--- config.mk ---
export PLATFORM = sky130hd
export DESIGN_NAME = irq_arbiter
export DESIGN_NICKNAME = d
export VERILOG_FILES = /design/src/rtl/irq_arbiter.sv
export SDC_FILE = /design/constraint.sdc
export NUM_CORES = 1
export LEC_CHECK = 0
export CORE_ASPECT_RATIO = 1.25
export CORE_MARGIN = 2
export CORE_UTILIZATION = 44
export DETAILED_ROUTE_END_ITERATION = 10
export PLACE_DENSITY = 0.76
export SYNTH_ARGS = -nofsm -noshare
export SYNTH_HDL_FRONTEND = slang
export SYNTH_SLANG_ARGS = --single-unit
--- constraint.sdc ---
create_clock -name clk -period 2.15 [get_ports clk]
set_input_delay 0.3225 -clock clk [delete_from_list [all_inputs] [get_ports clk]]
set_output_delay 0.3225 -clock clk [all_outputs]
set_load 0.01 [all_outputs]
--- src/rtl/irq_arbiter.sv ---
// irq_arbiter
//   Sequential external-interrupt arbiter. Device interrupt lines are edge
//   detected into sticky pending bits. The lowest-index pending source that
//   is enabled by the mask is presented to the core as ExtIRQ. Each request
//   then goes through acknowledge (ExtIAck) and handler return (ERet), so
//   only one external interrupt is ever outstanding.
//
// Ports
//   clk         in   single clock, rising edge
//   reset       in   synchronous, active-low
//   irq_src     in   [N_SRC]  device interrupt levels (event = 0->1)
//   mask_we     in   mask write strobe
//   mask_wdata  in   [N_SRC]  new enable mask (1 = enabled)
//   ExtIAck     in   core acknowledge of the current request
//   ERet        in   core returned from the handler
//   ExtIRQ      out  interrupt request to the core
//   irq_id      out  [clog2(N_SRC)]  requested / serviced source index
//   src_ack     out  [N_SRC]  one-hot, one-cycle acknowledge to the device
//   pending     out  [N_SRC]  sticky pending bits
//   mask        out  [N_SRC]  current enable mask
module irq_arbiter #(
  parameter int unsigned      N_SRC    = 4,
  parameter logic [N_SRC-1:0] MASK_RST = '1
) (
  input  logic                     clk,
  input  logic                     reset,
  input  logic [N_SRC-1:0]         irq_src,
  input  logic                     mask_we,
  input  logic [N_SRC-1:0]         mask_wdata,
  input  logic                     ExtIAck,
  input  logic                     ERet,
  output logic                     ExtIRQ,
  output logic [$clog2(N_SRC)-1:0] irq_id,
  output logic [N_SRC-1:0]         src_ack,
  output logic [N_SRC-1:0]         pending,
  output logic [N_SRC-1:0]         mask
);

  localparam int unsigned IW = $clog2(N_SRC);

  localparam logic [1:0] S_IDLE    = 2'd0;
  localparam logic [1:0] S_REQUEST = 2'd1;
  localparam logic [1:0] S_SERVICE = 2'd2;

  logic [1:0]       state_q,   state_d;
  logic [IW-1:0]    id_q,      id_d;
  logic [N_SRC-1:0] prev_q;
  logic [N_SRC-1:0] pending_q, pending_d;
  logic [N_SRC-1:0] mask_q,    mask_d;
  logic [N_SRC-1:0] ack_q,     ack_d;

  logic [N_SRC-1:0] event_v;
  logic [N_SRC-1:0] elig;
  logic [N_SRC-1:0] clr;
  logic [N_SRC-1:0] id_onehot;
  logic             win_valid;
  logic [IW-1:0]    win_idx;

  always_comb begin
    event_v   = irq_src & ~prev_q;
    elig      = pending_q & mask_q;
    id_onehot = {{(N_SRC-1){1'b0}}, 1'b1} << id_q;

    // Fixed priority: first set bit from index 0 upward wins.
    win_valid = 1'b0;
    win_idx   = '0;
    for (int unsigned i = 0; i < N_SRC; i++) begin
      if (elig[i] && !win_valid) begin
        win_valid = 1'b1;
        win_idx   = IW'(i);
      end
    end
  end

  always_comb begin
    state_d = state_q;
    id_d    = id_q;
    clr     = '0;
    ack_d   = '0;
    case (state_q)
      S_IDLE: begin
        if (win_valid) begin
          state_d = S_REQUEST;
          id_d    = win_idx;
        end
      end
      S_REQUEST: begin
        if (ExtIAck) begin
          clr     = id_onehot;
          ack_d   = id_onehot;
          state_d = S_SERVICE;
        end
      end
      S_SERVICE: begin
        if (ERet) state_d = S_IDLE;
      end
      default: state_d = S_IDLE;
    endcase

    // A new event on the source being cleared in the same cycle keeps it pending.
    pending_d = (pending_q & ~clr) | event_v;
    mask_d    = mask_we ? mask_wdata : mask_q;
  end

  always_ff @(posedge clk) begin
    if (!reset) begin
      state_q   <= S_IDLE;
      id_q      <= '0;
      prev_q    <= '0;
      pending_q <= '0;
      mask_q    <= MASK_RST;
      ack_q     <= '0;
    end else begin
      state_q   <= state_d;
      id_q      <= id_d;
      prev_q    <= irq_src;
      pending_q <= pending_d;
      mask_q    <= mask_d;
      ack_q     <= ack_d;
    end
  end

  assign ExtIRQ  = (state_q == S_REQUEST);
  assign irq_id  = id_q;
  assign src_ack = ack_q;
  assign pending = pending_q;
  assign mask    = mask_q;

endmodule

==> impl_metrics.toml <==
[cells_and_area]
insertedDiodeCount = 0
fin_nets = 119
drive_gt1_share_pct = 7.62
syn_to_final_growth_pct = 44.3

[clocking]
htreeDepth = 1
clk_latency_ps = 290
cts.path.max_buffers = 2
cts.sinks = 20
ctsHoldBuffers = 0
clkTransAtPathRegs_ps = 110
cts_setup_buffers = 0
cts_made_buffers = 3
ctsResizeCount = 0
cts_tree = "built"
cts_root_buf = "clkbuf_4"

[logic_synthesis]
yosysMostFrequentCell = "dfxtp_1"
synth_area_um2 = 739
syn_nets = 88
ys_top_cells_by_count = "20 x dfxtp_1, 6 x nor3_1, 5 x a21oi_1, 5 x nand2_1, 5 x nor2_1"
synth-seq-cells = 20
syn_inst = 75
yosysTopAreaCellShare_pct = 54.1
synthTopCellsByArea = "dfxtp_1 54%, mux2i_1 5.4%, nor3_1 4.1%"
postSynthAreaPerCell_um2 = 9.86
ys_warn_count = 0
synth_cell_types = 24
yosysSeqAreaShare_pct = 54.1
synthFlopType = "dfxtp_1"
yosysTopAreaCell = "dfxtp_1"
synthArstFlopShare_pct = 0
synth_edf_count = 0

[floorplanning]
die_h_um = 49.8
dieArea_um2 = 2030
rows = 16
initial_core_util_pct = 46.8
die_w_um = 40.7
pin_count = 28
coreArea_um2 = 1580

[setup_path]
cp-start-kind = "flop"
cp_max_fo = 8
worst-path-buf-inv = 1
cpPeakStageDelay_ps = 540
worstPathRequired_ps = 1830
end_kind = "output pin"
crit_arrival_ps = 1470
worstPathCellList = "nor2b_1 > clkdlybuf4s50_1"
critPathTopFamily = "buffers and inverters"
critPathKind = "flop to output pin"
slowest_stage = "clkdlybuf4s50_1"

[grt]
grt_pass1_wl_mm = 2.57
antenna_found_initial = 0
grt_util_all_layers_pct = 18.3
gr-total-overflow = 0
grt_max_degree = 12
grt_pass1_vias = 603

[sta]
finalCriticalPeriod_ps = 1790
fin_setup_tns_ps = 0
slew_headroom_pct = 83.2
fmax_mhz = 558
fin_ws_ps = 359
timing_hold_violations_final = 0
worst_slew_pin_slew_ps = 251
report.final.slew_viol_count = 0
fin_skew_ps = 6.12
setup_viol_count_final = 0
min_period_over_period_pct = 83.3
grt_setup_unrepaired = "no"

[route]
vias = 640
drt_iter0_drc = 18
wl_per_cell_um = 12.3
first_pass_iters = 4
vias_per_cell = 5.20
ant_nets = 0
drc = 0
wirelength_mm = 1.51

[power]
irDropWorstVdd_mv = 0.511
p_int_mw = 0.588
combPwrFrac_pct = 19.0
powerDensity_nw_per_um2 = 737
seqPwrFrac_pct = 54.1
power_leakage_nw = 0.420
switching_share_pct = 25.2
p_clk_share_pct = 26.9
power.switching_mw = 0.198

[hold_path]
hp-class = "flop to flop"

[place]
gp_congestion = 0.782
io_buffers = 27
dp_slack_ps = 690
hpwlAfterDp_mm = 1.13

[run]
drv_cap = 0

[run_status]
outcome = "finished clean"
-- worst register-to-register path, delay by kind of cell, from the launching register on --
family             cells  cell delay [ps]
DFF                    1              420
AOI/OAI and AO/OA      2              400
and+or+nand+nor        1              160
-- cell families after synthesis --
kind of cell / count (synthesis) / share of synthesized area [%]
flops: 20 / 54.1
simple gates: 29 / 22.2
mux: 4 / 5.41
buf+inv: 5 / 2.71
compound gates: 17 / 15.6
-- final timing paths --
kind	start	to	slack, ps	depth (start not counted)
worst max-delay path	state_q[0]	ExtIRQ	360	2
worst min-delay path	prev_q[3]	pending[3]	490	2
worst min register to register	prev_q[3]	pending[3]	490	2
worst max register to register	pending[1]	state_q[0]	1080	3
-- layer usage --
metal / up-vias / global-route usage [%] / share of wire, %
met3: 2 / 3.60 / 5.8
met2: 20 / 27.2 / 50
met1: 292 / 24.7 / 43
met4: 0 / 7.78 / 0.93
met5: - / 0 / 0
li1: 326 / - / -
-- layout by cell type, fill, tap and decap left out, drive strengths merged, types with 3 or more instances in the layout --
| cell | count |
|---|---|
| mux2i | 4 |
| nor2 | 5 |
| clkbuf | 4 |
| clkdlybuf4s50 | 27 |
| nand2 | 6 |
| nor2b | 3 |
| and2 | 4 |
| inv | 3 |
| nor3 | 6 |
| o21ai | 4 |
| dfxtp | 20 |
| a21oi | 5 |
-- area by class of cell --
cell class | instances | area, um2
Clock buffer | 4 | 36.3
Fill cell | 129 | 514
Inverter | 3 | 11.3
Multi-Input combinational cell | 50 | 319
Sequential cell | 20 | 400
Tap cell | 18 | 22.5
Timing Repair Buffer | 28 | 278
-- through the flow --
step                      instance area (um2)  hold WS [ps]  total power, mW  std cells  utilization [%]
final                                    1070           493            0.786        123             67.5
after global placement                   1030           471            0.580        119             65.2
after CTS                                1070           499            0.793        123             67.5
after detailed placement                 1030           484            0.584        119             65.2
after global routing                     1070           517            0.836        123             67.5
after floorplan                           739           423            0.503         75                -
-- registers in the layout, indices dropped and copies added, names as in the netlist --
name and count:
irq_id 2, mask 4, pending 4, prev_q 4
src_ack 4, state_q 2
-- power groups by stage --
stage	clock network (mW)	registers, mW	logic, mW
final	0.211	0.426	0.149
after global routing	0.241	0.430	0.166
after CTS	0.217	0.425	0.151
after detailed placement	0	0.433	0.151
after global placement	0	0.432	0.148
after floorplan	0	0.435	0.0678
No activity file was read; power rests on OpenSTA's default activity.
